**config.mk**
```make
export PLATFORM = sky130hd
export DESIGN_NAME = mem_arbiter
export DESIGN_NICKNAME = d
export VERILOG_FILES = /design/src/rtl/mem_arb_pkg.sv /design/src/rtl/rr_arb2.sv /design/src/rtl/mem_arbiter.sv
export SDC_FILE = /design/constraint.sdc
export NUM_CORES = 1
export LEC_CHECK = 0
export BUFFER_PORTS_ARGS = -buffer_cell sky130_fd_sc_hd__buf_2
export CORE_ASPECT_RATIO = 0.5
export CORE_MARGIN = 3
export CORE_UTILIZATION = 41
export CTS_CLUSTER_DIAMETER = 200
export DETAILED_ROUTE_END_ITERATION = 10
export MAX_ROUTING_LAYER = met4
export PLACE_DENSITY_LB_ADDON = 0.05
export SYNTH_ARGS = -nofsm -noshare
export SYNTH_HDL_FRONTEND = slang
export SYNTH_SLANG_ARGS = --single-unit
```
**constraint.sdc**
```tcl
create_clock -name clk -period 3.02 [get_ports clk]
set_input_delay 0.151 -clock clk [delete_from_list [all_inputs] [get_ports clk]]
set_output_delay 0.151 -clock clk [all_outputs]
set_load 0.03 [all_outputs]
```
**src/rtl/mem_arb_pkg.sv**
```systemverilog
// Shared types for the fetch/data memory arbiter: FSM encoding and grant ids.
package mem_arb_pkg;

  typedef enum logic [1:0] {
    IDLE  = 2'd0,
    ISSUE = 2'd1,
    WAIT  = 2'd2,
    RESP  = 2'd3
  } state_t;

  typedef enum logic {
    GNT_FETCH = 1'b0,
    GNT_DATA  = 1'b1
  } gnt_t;

  localparam int DATA_W = 32;
  localparam int CNT_W  = 3;

endpackage

```
**src/rtl/rr_arb2.sv**
```systemverilog
// Two-way round-robin picker: a lone request wins; on a tie the requester
// that was not granted last time wins.
module rr_arb2 import mem_arb_pkg::*; (
  input  logic i_req_fetch,
  input  logic i_req_data,
  input  gnt_t i_last_grant,
  output logic o_grant_valid,
  output gnt_t o_grant_id
);

  // Pick the winner from the current requests and the grant history.
  always_comb begin
    // NOTE: every output gets a default first so no path can infer a latch.
    o_grant_valid = i_req_fetch | i_req_data;
    o_grant_id    = GNT_FETCH;
    if (i_req_fetch && i_req_data) begin
      o_grant_id = (i_last_grant == GNT_FETCH) ? GNT_DATA : GNT_FETCH;
    end else if (i_req_data) begin
      o_grant_id = GNT_DATA;
    end
  end

endmodule

```
**src/rtl/mem_arbiter.sv**
```systemverilog
// Shares one single-port memory between the instruction-fetch port and the
// data port. A four-state FSM issues exactly one memory access per granted
// request and returns the read word through a shared capture register.
module mem_arbiter import mem_arb_pkg::*; #(
  parameter int ADDR_BITS   = 9,
  parameter int MEM_LATENCY = 1   // legal range 1..7
) (
  input  logic                 clk,
  input  logic                 rst,
  input  logic                 if_req,
  input  logic [DATA_W-1:0]    if_addr,
  output logic [DATA_W-1:0]    if_rdata,
  output logic                 if_ack,
  input  logic                 d_req,
  input  logic                 d_we,
  input  logic [DATA_W-1:0]    d_addr,
  input  logic [DATA_W-1:0]    d_wdata,
  output logic [DATA_W-1:0]    d_rdata,
  output logic                 d_ack,
  output logic                 mem_en,
  output logic                 mem_we,
  output logic [ADDR_BITS-1:0] mem_addr,
  output logic [DATA_W-1:0]    mem_wdata,
  input  logic [DATA_W-1:0]    mem_rdata,
  output logic                 busy
);

  // Counter value on the final WAIT cycle, when mem_rdata is valid.
  localparam logic [CNT_W-1:0] LAT_LAST = CNT_W'(MEM_LATENCY - 1);

  state_t               r_state;
  state_t               w_next_state;
  gnt_t                 r_id;
  gnt_t                 r_last_grant;
  gnt_t                 w_grant_id;
  logic                 w_grant_valid;
  logic                 w_load;
  logic                 w_capture;
  logic                 r_we;
  logic [ADDR_BITS-1:0] r_addr;
  logic [DATA_W-1:0]    r_wdata;
  logic [DATA_W-1:0]    r_rdata;
  logic [CNT_W-1:0]     r_cnt;

  rr_arb2 u_rr_arb2 (
    .i_req_fetch  (if_req),
    .i_req_data   (d_req),
    .i_last_grant (r_last_grant),
    .o_grant_valid(w_grant_valid),
    .o_grant_id   (w_grant_id)
  );

  // Only the low ADDR_BITS of each request address reach the memory.
  if (ADDR_BITS < DATA_W) begin : g_addr_hi
    logic w_unused_addr_hi;
    assign w_unused_addr_hi = ^{if_addr[DATA_W-1:ADDR_BITS], d_addr[DATA_W-1:ADDR_BITS]};
  end

  // FSM state register; reset aborts any transaction in flight.
  always_ff @(posedge clk or posedge rst) begin
    // NOTE: sequential state uses non-blocking assignments so every register
    // samples the pre-edge values and updates together.
    if (rst) r_state <= IDLE;
    else     r_state <= w_next_state;
  end

  // Next-state and output decode; memory strobes come straight from state so
  // they drop the moment reset asserts.
  always_comb begin
    w_next_state = r_state;
    w_load       = 1'b0;
    w_capture    = 1'b0;
    mem_en       = 1'b0;
    mem_we       = 1'b0;
    if_ack       = 1'b0;
    d_ack        = 1'b0;
    busy         = 1'b1;
    case (r_state)
      IDLE: begin
        busy = 1'b0;
        if (w_grant_valid) begin
          w_load       = 1'b1;
          w_next_state = ISSUE;
        end
      end
      ISSUE: begin
        mem_en       = 1'b1;
        mem_we       = r_we;
        w_next_state = r_we ? RESP : WAIT;
      end
      WAIT: begin
        if (r_cnt == LAT_LAST) begin
          w_capture    = 1'b1;
          w_next_state = RESP;
        end
      end
      RESP: begin
        if_ack       = (r_id == GNT_FETCH);
        d_ack        = (r_id == GNT_DATA);
        w_next_state = IDLE;
      end
      default: w_next_state = IDLE;
    endcase
  end

  // Latch the winner's request at grant; later input changes are ignored.
  always_ff @(posedge clk or posedge rst) begin
    if (rst) begin
      r_id         <= GNT_FETCH;
      r_last_grant <= GNT_FETCH;
      r_we         <= 1'b0;
      r_addr       <= '0;
      r_wdata      <= '0;
    end else if (w_load) begin
      r_id         <= w_grant_id;
      r_last_grant <= w_grant_id;
      r_we         <= (w_grant_id == GNT_DATA) && d_we;
      r_addr       <= (w_grant_id == GNT_DATA) ? d_addr[ADDR_BITS-1:0]
                                               : if_addr[ADDR_BITS-1:0];
      r_wdata      <= (w_grant_id == GNT_DATA) ? d_wdata : '0;
    end
  end

  // Latency counter: cleared in ISSUE, counts through WAIT.
  always_ff @(posedge clk or posedge rst) begin
    if (rst)                   r_cnt <= '0;
    else if (r_state == ISSUE) r_cnt <= '0;
    else if (r_state == WAIT)  r_cnt <= r_cnt + 1'b1;
  end

  // Read-data capture; holds across stores until the next read completes.
  always_ff @(posedge clk or posedge rst) begin
    if (rst)            r_rdata <= '0;
    else if (w_capture) r_rdata <= mem_rdata;
  end

  assign mem_addr  = r_addr;
  assign mem_wdata = r_wdata;
  assign if_rdata  = r_rdata;
  assign d_rdata   = r_rdata;

endmodule
```
After elaboration in Yosys (flattened, before gate mapping). Index checks and enable logic that the tools add are counted.

Add/sub/neg operators: 1. Equality and inequality tests: 5. Multiplexer cells: 20. Bitwise operators: 2. Reductions and logical operators: 6.

Operators with widths (number): 2-to-1 mux 32 bit (1); 2-to-1 mux 1 bit (13); 2-to-1 mux 9 bit (1); case mux 2 bit (4 select lines) (1); 2-to-1 mux 3 bit (2); equality test 2 bit (second input constant) (2); 2-to-1 mux 2 bit (2); adder 3 x 1 -> 3 bit (second input constant) (1); logical NOT 3 bit (1); equality test 2 x 1 -> 1 bit (second input constant) (1); logical AND 1 bit (2); logical NOT 2 bit (1); != test 2 x 1 -> 1 bit (second input constant) (1); != test 2 bit (second input constant) (1); AND reduction 2 bit (1); nonzero test 2 bit (1); inverter 1 bit (1); bitwise OR 1 bit (1).

Flip-flop bits (word level): 80. Input port bits: 133. Logic and storage cells: 41.

Logic depth before layout (Yosys ltp). Gate-level depths: netlist of the first run.

Depth in word-level cells: 3. Depth in mapped cells: 6.

By module. From an unflattened synthesis of the first run, not the netlist that was laid out.

Cell total of the unflattened synthesis: 326. Area total of the unflattened synthesis: 3682.3 um^2.

By module, submodules not included: mem_arbiter (times used 1, cells each 324, area each 3668.5 um^2); rr_arb2 (times used 1, cells each 2, area each 13.8 um^2).

Worst setup path before layout of the first run. OpenSTA, ideal clock, no wires.

Kind: reg2reg. Start: register r_state[0]. End: register r_rdata[10] (netlist: d_rdata[10]). Data arrival time: 1398 ps. Data required time: 2892 ps. Setup slack: 1495 ps. Cell stages (with the launch flop): 6. Buffers on the path: 1. Clock period less this slack: 1525 ps. Cells stage by stage: dfrtp_1 inv_1 ha_1 nand3_1 buf_2 mux2_1.

Longest elaborated chain between the ends: 2.

RTL lines: start: declaration (line mem_arbiter.sv:31) `state_t r_state;`; start signal: assignment (line mem_arbiter.sv:64) `else r_state <= w_next_state;`; equality test 2 bit (line mem_arbiter.sv:78) `case (r_state)`; 2-to-1 mux 1 bit (line mem_arbiter.sv:78); end signal: assignment (line mem_arbiter.sv:134) `else if (w_capture) r_rdata <= mem_rdata;`; end: declaration (line mem_arbiter.sv:42) `logic [DATA_W-1:0] r_rdata;`.

Every way passes these cells. A chain may end at the register's enable or synchronous reset.

Worst setup path after layout of the first run.
Start: register r_state[0]. End: register r_rdata[27] (netlist: d_rdata[27]).

The elaborated chain is that of the path after synthesis.

==> results of run 1 <==
==> Yosys cell counts <==
| master | number | share of area (%) |
|---|---|---|
| dfrtp_1 | 80 | 58 |
| a22o_1 | 34 | 8.7 |
| mux2_1 | 33 | 11 |
| buf_4 | 32 | 7.0 |
| a21oi_1 | 18 | 2.6 |
| nand2_1 | 10 | 1.1 |
| nor2_1 | 10 | 1.1 |
| buf_2 | 7 | 1.0 |
| ha_1 | 7 | 2.6 |
| inv_1 | 6 | 0.66 |
| buf_6 | 4 | 1.3 |
| and2_1 | 2 | 0.36 |
| inv_2 | 2 | 0.22 |
| nand3_1 | 2 | 0.29 |
| o21ai_0 | 2 | 0.29 |
| a2111oi_0 | 1 | 0.26 |
| a211oi_1 | 1 | 0.22 |
| a21bo_1 | 1 | 0.29 |
| a21boi_1 | 1 | 0.22 |
| a21o_1 | 1 | 0.22 |
| a22oi_1 | 1 | 0.22 |
| and3_1 | 1 | 0.18 |
| buf_1 | 1 | 0.11 |
| nand2b_1 | 1 | 0.18 |
| nand3b_1 | 1 | 0.22 |
| nor2_8 | 1 | 0.58 |
| nor2b_1 | 1 | 0.18 |
| o21a_1 | 1 | 0.22 |
| o21ai_1 | 1 | 0.15 |
| o22ai_1 | 1 | 0.18 |
| o2bb2ai_1 | 1 | 0.26 |
==> layer usage <==
layer | vias to the layer above | routed length, um
met1 | 1237 | 3350
met3 | 12 | 692
met2 | 118 | 3890
li1 | 1232 | -
met4 | 0 | 151
met5 | - | 0
==> cell type report <==
type | instances | area (um2) | area share (%)
Timing Repair Buffer | 199 | 1010 | 22.0
Inverter | 8 | 31.3 | 0.684
Clock buffer | 13 | 270 | 5.91
Sequential cell | 80 | 2000 | 43.8
Tap cell | 108 | 135 | 2.95
Multi-Input combinational cell | 133 | 1090 | 23.9
Clock inverter | 2 | 37.5 | 0.820
==> worst paths after layout <==
kind	from	endpoint	slack [ns]
setup / recovery	r_state[0]	d_rdata[27]	0.81
hold / removal	mem_rdata[29]	d_rdata[29]	0.03
setup reg to reg	r_state[0]	d_rdata[27]	0.81
hold reg to reg	mem_wdata[3]	mem_wdata[3]	0.49
max in group asynchronous	rst	d_rdata[30]	1.79
min in group asynchronous	rst	mem_wdata[6]	0.51
==> worst register-to-register path, cell delays in order (launching register included) <==
cell and delay, ns:
dfrtp_1 0.42, inv_1 0.14, ha_1 0.27, nand3_2 0.65, mux2_1 0.61
==> stage by stage <==
step	hold WS, ns	setup WS [ns]	utilization, %	instance area (um2)	power [mW]
finish	0.0282	0.810	59.4	4580	6.39
global route	0.0148	0.572	59.4	4580	6.77
global placement	0.337	0.851	55.2	4260	5.28
detailed placement	0.356	0.764	55.2	4260	5.36
floorplan	0.281	0.817	-	3430	4.64
CTS	0.0119	0.758	59.4	4580	6.49
==> placed cells by master, fill, tap and decap left out, types with 2 or more instances in the layout <==
master	n
buf_2	196
dfrtp_1	80
a22o_1	34
mux2_1	33
a21oi_1	18
nand2_1	10
nor2_1	10
clkbuf_16	9
ha_1	7
inv_1	5
clkbuf_8	3
inv_2	2
o21ai_0	2
and2_1	2
buf_4	2
==> sequential cells by signal (all words and copies together) (netlist names) <==
name / cells
r_state: 2
d_rdata: 32
mem_wdata: 32
r_we: 1
r_last_grant: 1
r_cnt: 3
mem_addr: 9
==> logic make-up after synthesis <==
family,share of synthesized area [%]
AND/OR/NAND/NOR,4.19
AO/OA/AOI/OAI,13.8
multiplexers,10.8
buffers and inverters,10.3
flip-flops,58.3
adder cells (fa/ha/maj),2.55
==> power breakdown <==
part | switching (mW) | internal (mW)
Clock | 0.391 | 0.703
Combinational | 2.30 | 1.05
Sequential | 0.334 | 1.61
Total | 3.03 | 3.36
==> repair_timing <==
| action | in CTS | in global routing |
|---|---|---|
| hold buffers | 1 | 0 |
| gates resized for setup | 0 | 0 |
| setup buffers | 0 | 0 |
| hold endpoints to repair | 46 | 0 |
==> impl_metrics.json, run 1 <==
{
  "ys.warnings.count": 0,
  "vias": 2599,
  "worstSetupPathType": "reg2reg",
  "avgSynthCellArea_um2": 13.0,
  "insertion_delay_ns": 0.33,
  "rsz0062_at_grt": "no",
  "slowest_stage": "nand3_2",
  "wl_per_cell_um": 14.9,
  "crit_chain": "inv_1 -> ha_1 -> nand3_2 -> mux2_1",
  "die_h_um": 70.7,
  "drtPass1Iterations": 4,
  "ant_nets": 0,
  "layout_min_cycle_time_ns": 2.21,
  "io_buffers": 196,
  "start_util_pct": 44.5,
  "cap_violations": 0,
  "drt_iter0_drc": 95,
  "crit_buf_inv": 1,
  "worst_pin_slew_ns": 1.07,
  "hpwl_mm": 6.12,
  "setup_viol": 0,
  "syn-cell-area_um2": 3430,
  "cp_data_required_time_ns": 3.22,
  "cpPeakStageDelay_ns": 0.65,
  "area_growth_pct": 33.3,
  "powerDensity_nw_per_um2": 1400,
  "grt_pass1_wl_mm": 12.7,
  "cp-start-kind": "flip-flop",
  "dieWidth_um": 135,
  "gr-max-usage-layer": "met2",
  "cts.sinks": 80,
  "drc": 0,
  "cts_buffer_depth": 2,
  "max_freq_mhz": 452,
  "worstRegToRegCells": 4,
  "fillCellCount": 676,
  "met2_usage_pct": 29.0,
  "placedCellCount": 527,
  "yosys.cell_types.count": 31,
  "status": "finished clean",
  "synth_cells": 265,
  "power_leakage_nw": 2.42,
  "cp_top_family": "simple AND/OR/NAND/NOR gates",
  "slew_viol_final": 0,
  "fin_crit_sh_pct": 73.2,
  "die_area_um2": 9570,
  "cp-end-kind": "flip-flop",
  "seq_area_frac_synth_pct": 58.3,
  "n_antenna_cell": 0,
  "hold_depth": 2,
  "routed_via_density": 4.79,
  "use_met3_pct": 5.68,
  "syn_nets": 405,
  "cts_root_buf": "clkbuf_16",
  "crit_path_max_fanout": 32,
  "hold_violations": 0,
  "grt_antenna_before_repair": 0,
  "ys_ff_latch": 80,
  "min_path_type": "in2reg",
  "grt_max_degree": 52,
  "instances_no_fill": 543,
  "finalSetupTns_ns": 0,
  "slew_headroom_pct": 28.6,
  "final_nets": 571,
  "use_met1_pct": 20.5,
  "grt_pass1_vias": 2602,
  "wl_mm": 8.09,
  "clk_pin_slew_ns": 0.06,
  "ir_worst_vdd_mv": 0.624,
  "crit_cells": 4,
  "fin_skew_ns": 0.00710,
  "cts_tree": "built",
  "rows": 22,
  "gp_congestion": 0.725,
  "cp.arrival_ns": 2.41,
  "h-tree-depth": 3,
  "gr-total-overflow": 0,
  "grt_use_total_pct": 17.8,
  "io_pins": 243,
  "coreArea_um2": 7710,
  "cts_made_buffers": 9,
  "drive_gt1_share_pct": 50.1
}
Note: power is estimated with default switching activity, not from simulation.
==> run 2: changes to the inputs <==
--- a/config.mk
+++ b/config.mk
@@ -8,7 +8,7 @@
 export BUFFER_PORTS_ARGS = -buffer_cell sky130_fd_sc_hd__buf_2
 export CORE_ASPECT_RATIO = 0.5
 export CORE_MARGIN = 3
-export CORE_UTILIZATION = 41
+export CORE_UTILIZATION = 37
 export CTS_CLUSTER_DIAMETER = 200
 export DETAILED_ROUTE_END_ITERATION = 10
 export MAX_ROUTING_LAYER = met4
==> constraint.sdc (replaced) <==
create_clock -name clk -period 1.85 [get_ports clk]
set_input_delay 0.0925 -clock clk [delete_from_list [all_inputs] [get_ports clk]]
set_output_delay 0.0925 -clock clk [all_outputs]
set_load 0.03 [all_outputs]
==> run 2 against run 1 <==
Combinational power is 69% higher; first-iteration DRC count is 29% lower; count of clock-buffer cells in the layout stayed put; setup slack worse by 0.62 ns; non-clock buffer count is 74 higher; die area is 10% higher.
==> impl_metrics.json, run 2 (synthesis gave the netlist of run 1 again) <==
{
  "final_core_util_pct": 60.3,
  "hold_slack_ns": 0.0262,
  "vias": 2912,
  "crit_chain": "inv_1 -> ha_1 -> nand3_1 -> buf_12 -> mux2_1",
  "rsz0062_at_grt": "no",
  "n_antenna_cell": 0,
  "cts_tree": "built",
  "cpPeakStageDelay_ns": 0.40,
  "crit_path_max_fanout": 32,
  "die_area_um2": 10500,
  "clk_pin_slew_ns": 0.06,
  "io_buffers": 196,
  "drive_gt1_share_pct": 42.7,
  "wl_met3_um": 672,
  "dieWidth_um": 142,
  "fin_skew_ns": 0.00547,
  "cts_made_buffers": 9,
  "cp-start-kind": "flip-flop",
  "gp_congestion": 0.801,
  "ant_nets": 0,
  "worst_pin_slew_ns": 0.707,
  "min_path_type": "in2reg",
  "fin_crit_sh_pct": 89.6,
  "fin_area_um2": 5350,
  "cts.sinks": 80,
  "routed_via_density": 4.64,
  "layout_min_cycle_time_ns": 1.66,
  "max_freq_mhz": 603,
  "post-cts-setup-buffer-count": 0,
  "slew_viol_final": 0,
  "grt_pass1_vias": 2972,
  "powerDensity_nw_per_um2": 2000,
  "placedCellCount": 538,
  "most-common-layout-cells": "buf_2, dfrtp_1, dlygate4sd3_1",
  "cp-end-kind": "flip-flop",
  "fillCellCount": 726,
  "drtPass1Iterations": 4,
  "cap_violations": 0,
  "final_nets": 645,
  "drt_iter0_drc": 67,
  "slew_headroom_pct": 52.8,
  "grt_max_degree": 57,
  "multiInputGateArea_um2": 1080,
  "cts_buffer_depth": 2,
  "layout_commonest_cell": "buf_2",
  "hold_violations": 0,
  "start_util_pct": 38.8,
  "rows": 24,
  "setup_viol": 0,
  "io_pins": 243,
  "highest_layer": "met4",
  "worstSetupPathType": "reg2reg",
  "met1_length_mm": 3.85,
  "regArea_um2": 2000,
  "coreArea_um2": 8860,
  "h-tree-depth": 3,
  "hpwl_mm": 6.09,
  "status": "finished clean",
  "slowest_stage": "dfrtp_1",
  "cts_root_buf": "clkbuf_16",
  "wl_mm": 9.18,
  "insertion_delay_ns": 0.32,
  "wl_per_cell_um": 14.6,
  "cp.arrival_ns": 1.86,
  "grt_pass1_wl_mm": 14.2,
  "gr-total-overflow": 0,
  "met2RoutedLength_mm": 4.55,
  "ir_worst_vdd_mv": 0.890,
  "finalSetupTns_ns": 0,
  "grt_antenna_before_repair": 0,
  "cp_data_required_time_ns": 2.05,
  "place_area_um2": 4300,
  "power_leakage_nw": 2.74,
  "instances_no_fill": 627,
  "area_growth_pct": 55.7,
  "drc": 0,
  "grt_use_total_pct": 17.6,
  "die_h_um": 74.1
}
-- run 2: worst paths after layout --
check / cells past startpoint / startpoint / slack (ns) / endpoint
hold reg to reg: 1 / r_we / 0.49 / r_we
setup / recovery: 5 / r_state[0] / 0.19 / d_rdata[10]
min in group asynchronous: 3 / rst / 0.36 / d_rdata[4]
setup reg to reg: 5 / r_state[0] / 0.19 / d_rdata[10]
max in group asynchronous: 4 / rst / 0.83 / mem_wdata[25]
hold / removal: 3 / if_addr[2] / 0.03 / mem_addr[2]
-- run 2: final cells by class --
type / count / share of cell area [%]
flip-flops and latches: 80 / 37.5
clock inverters: 3 / 1.22
well taps: 117 / 2.74
clock buffers: 13 / 4.68
repair buffers: 273 / 33.1
multi-input cells: 133 / 20.2
inverters: 8 / 0.632
-- run 2: metal layers --
metal | GRT usage [%] | vias up
met5 | - | -
met3 | 5.65 | 10
met2 | 29.3 | 131
li1 | - | 1378
met1 | 20.4 | 1393
met4 | 6.49 | 0
-- run 2: worst max-delay path: cells and delay by family (launching register included) --
| family | cells | cell delay (ns) |
|---|---|---|
| flip-flops | 1 | 0.40 |
| adder cells (fa/ha/maj) | 1 | 0.27 |
| buffers and inverters | 2 | 0.33 |
| multiplexers | 1 | 0.36 |
| AND/OR/NAND/NOR | 1 | 0.15 |
-- run 2: per-stage QoR --
| step | setup slack [ns] | power, mW |
|---|---|---|
| after floorplan | 0.325 | 7.58 |
| after global placement | 0.256 | 8.67 |
| after detailed placement | 0.187 | 8.78 |
| after CTS | 0.177 | 10.8 |
| after global routing | 0.0156 | 11.3 |
| final | 0.192 | 10.7 |
-- run 2: where the power goes --
| group | internal, mW | total, mW | switching [mW] |
|---|---|---|---|
| Combinational | 1.83 | 5.67 | 3.84 |
| Clock | 1.22 | 1.87 | 0.652 |
| Sequential | 2.64 | 3.17 | 0.539 |
-- run 2: repair_timing --
action	CTS	global route
resized for setup	0	0
hold buffers	73	0
setup endpoints to repair	0	4
hold endpoints to repair	96	0
==> run 3: changes to the inputs <==
--- a/config.mk
+++ b/config.mk
@@ -8,11 +8,12 @@
 export BUFFER_PORTS_ARGS = -buffer_cell sky130_fd_sc_hd__buf_2
 export CORE_ASPECT_RATIO = 0.5
 export CORE_MARGIN = 3
-export CORE_UTILIZATION = 37
+export CORE_UTILIZATION = 38
 export CTS_CLUSTER_DIAMETER = 200
 export DETAILED_ROUTE_END_ITERATION = 10
 export MAX_ROUTING_LAYER = met4
-export PLACE_DENSITY_LB_ADDON = 0.05
+export PLACE_DENSITY = 0.77
 export SYNTH_ARGS = -nofsm -noshare
 export SYNTH_HDL_FRONTEND = slang
+export SYNTH_HIERARCHICAL = 1
 export SYNTH_SLANG_ARGS = --single-unit
==> run 3 against run 2 <==
Cell count increased by 4.1%; register-to-register slack lost 0.04 ns; critical path depth unchanged; sequential power down 2%; wire length is 1.3% lower; synthesized area increased by 7.3%; setup slack got worse by 0.038 ns; sequential share of layout area rose by 0.97 points.
==> impl_metrics.json, run 3 <==
{
  "grt_pass1_vias": 2860,
  "wl_mm": 9.07,
  "start_util_pct": 40.6,
  "rows": 24,
  "final_nets": 659,
  "cp-start-kind": "flip-flop",
  "avgSynthCellArea_um2": 11.3,
  "syn-cell-area_um2": 3680,
  "cts_made_buffers": 9,
  "grt_max_degree": 62,
  "gp_congestion": 0.799,
  "io_pins": 243,
  "synth_area_leader_cell": "dfrtp_1",
  "fin_crit_sh_pct": 91.7,
  "post-cts-setup-buffer-count": 0,
  "multiInputGateArea_um2": 1320,
  "n_antenna_cell": 0,
  "seq_area_frac_synth_pct": 54.4,
  "cts.sinks": 80,
  "yosys.cell_types.count": 26,
  "synth_ff_type": "dfrtp_1",
  "routed_via_density": 4.47,
  "crit_path_max_fanout": 14,
  "gr-total-overflow": 0,
  "insertion_delay_ns": 0.32,
  "hpwl_mm": 6.68,
  "powerDensity_nw_per_um2": 2050,
  "syn_nets": 467,
  "cts_root_buf": "clkbuf_16",
  "die_area_um2": 11000,
  "cp.arrival_ns": 1.90,
  "hp-start": "mem_rdata[30]",
  "setup_viol": 0,
  "setup_slack_ns": 0.154,
  "ys.warnings.count": 6,
  "min_path_type": "in2reg",
  "grt_antenna_before_repair": 0,
  "yosys-top-cells-count": "dfrtp_1, nand2_1, o21ai_0",
  "drc": 0,
  "cap_violations": 0,
  "grt_use_total_pct": 16.1,
  "area_growth_pct": 41.5,
  "coreArea_um2": 9070,
  "fillCellCount": 799,
  "wl_per_cell_um": 13.9,
  "grt_pass1_wl_mm": 13.7,
  "most-common-layout-cells": "buf_2, dfrtp_1, nand2_1",
  "h-tree-depth": 3,
  "ir_worst_vdd_mv": 0.712,
  "timing.rr.end": "d_rdata[4]",
  "r2r_setup_slack_ns": 0.15,
  "synth.top_cell.area_share_pct": 54.4,
  "fin_skew_ns": 0.00480,
  "synth_most_common_cell": "dfrtp_1",
  "layout_min_cycle_time_ns": 1.70,
  "drtPass1Iterations": 4,
  "rsz0062_at_grt": "no",
  "io_buffers": 196,
  "place_ws_ns": 0.168,
  "worst_pin_slew_ns": 0.460,
  "r2r_start": "r_state[0]",
  "vias": 2922,
  "min_to": "d_rdata[30]",
  "async_reset_ff_share_pct": 100,
  "cp-end-kind": "flip-flop",
  "layout_commonest_cell": "buf_2",
  "ant_nets": 0,
  "finalSetupTns_ns": 0,
  "dieWidth_um": 145,
  "worstSetupPathType": "reg2reg",
  "worstRegToRegCells": 5,
  "power_leakage_nw": 2.81,
  "slew_headroom_pct": 69.2,
  "max_freq_mhz": 589,
  "slew_viol_final": 0,
  "clk_pin_slew_ns": 0.06,
  "hold_violations": 0,
  "synth-edff-count": 0,
  "regArea_um2": 2000,
  "ys_top_cells_by_area": "dfrtp_1, mux2_4, nand2_1",
  "ys_ff_latch": 80,
  "cp_data_required_time_ns": 2.05,
  "drt_iter0_drc": 119,
  "drive_gt1_share_pct": 48.9,
  "hold_depth": 2,
  "cts_buffer_depth": 2,
  "synth_cells": 326,
  "cts_tree": "built",
  "status": "finished clean",
  "die_h_um": 75.6
}
[run 3: changes by cell type in the layout (fill, tap and decap cells not counted), sizes merged, moves of 9 or more]
cell / previous run / this run
a22o: 34 / 0
a21oi: 18 / 1
o21ai: 3 / 43
dlygate4sd3: 73 / 28
mux2i: 0 / 9
nand2: 10 / 78
nor2: 11 / 1
[run 3: kinds of logic after synthesis]
kind of cell,after synthesis,share of synthesized area (%)
AO/OA/AOI/OAI,49,6.97
flip-flops,80,54.4
buffers and inverters,57,10.1
multiplexers,44,16.2
adder cells (fa/ha/maj),8,2.72
AND/OR/NAND/NOR,88,9.62
[run 3: repair_timing]
item | 4_1_cts | 5_1_grt
endpoints found under the hold margin | 43 | 3
endpoints found under the setup margin | 0 | 0
hold buffers | 25 | 3
resized for setup | 0 | 0
[run 3: cell type report]
| cell class | count | area share [%] |
|---|---|---|
| Multi-Input combinational cell | 189 | 25.4 |
| Sequential cell | 80 | 38.4 |
| Inverter | 8 | 0.648 |
| Timing Repair Buffer | 230 | 26.0 |
| Clock inverter | 2 | 1.15 |
| Tap cell | 130 | 3.12 |
| Clock buffer | 14 | 5.26 |
[run 3: power breakdown]
part / leakage, nW / switching, mW / internal (mW)
combinational: 1.66 / 3.72 / 1.92
clock: 0.163 / 0.643 / 1.29
sequential: 0.993 / 0.528 / 2.57
[run 3: worst max-delay path by stage]
stage | from | to | depth (start not counted)
6_report | r_state[0] | d_rdata[4] | 5
3_5_place_dp | r_state[0] | d_rdata[10] | 5
4_1_cts | r_state[0] | d_rdata[4] | 5
3_3_place_gp | r_state[0] | d_rdata[16] | 5
5_1_grt | r_state[0] | d_rdata[4] | 5
2_1_floorplan | r_state[0] | d_rdata[0] | 5
[run 3: routing by layer]
layer | track usage (%) | vias up | share of wire, %
met2 | 30.8 | 82 | 55
li1 | - | 1425 | -
met5 | - | - | 0
met1 | 17.4 | 1396 | 39
met3 | 3.09 | 19 | 3.7
met4 | 5.47 | 0 | 2.2
[run 3: critical path, cell delays in order, from the launching register on]
cell     delay, ns
dfrtp_1       0.43
inv_1         0.12
ha_1          0.26
nand3_2       0.14
buf_4         0.30
mux2_4        0.33
[run 3: stage by stage]
stage          std cells  utilization, %  area [um2]  power, mW  hold WS [ns]
2_1_floorplan        326               -        3690       7.57         0.236
3_3_place_gp         609            50.7        4600       8.60         0.135
3_5_place_dp         609            50.7        4600       8.75         0.139
4_1_cts              650            57.1        5180       10.8     0.0000840
5_1_grt              653            57.5        5210       11.3       0.00118
6_report             653            57.5        5210       10.7       0.00887
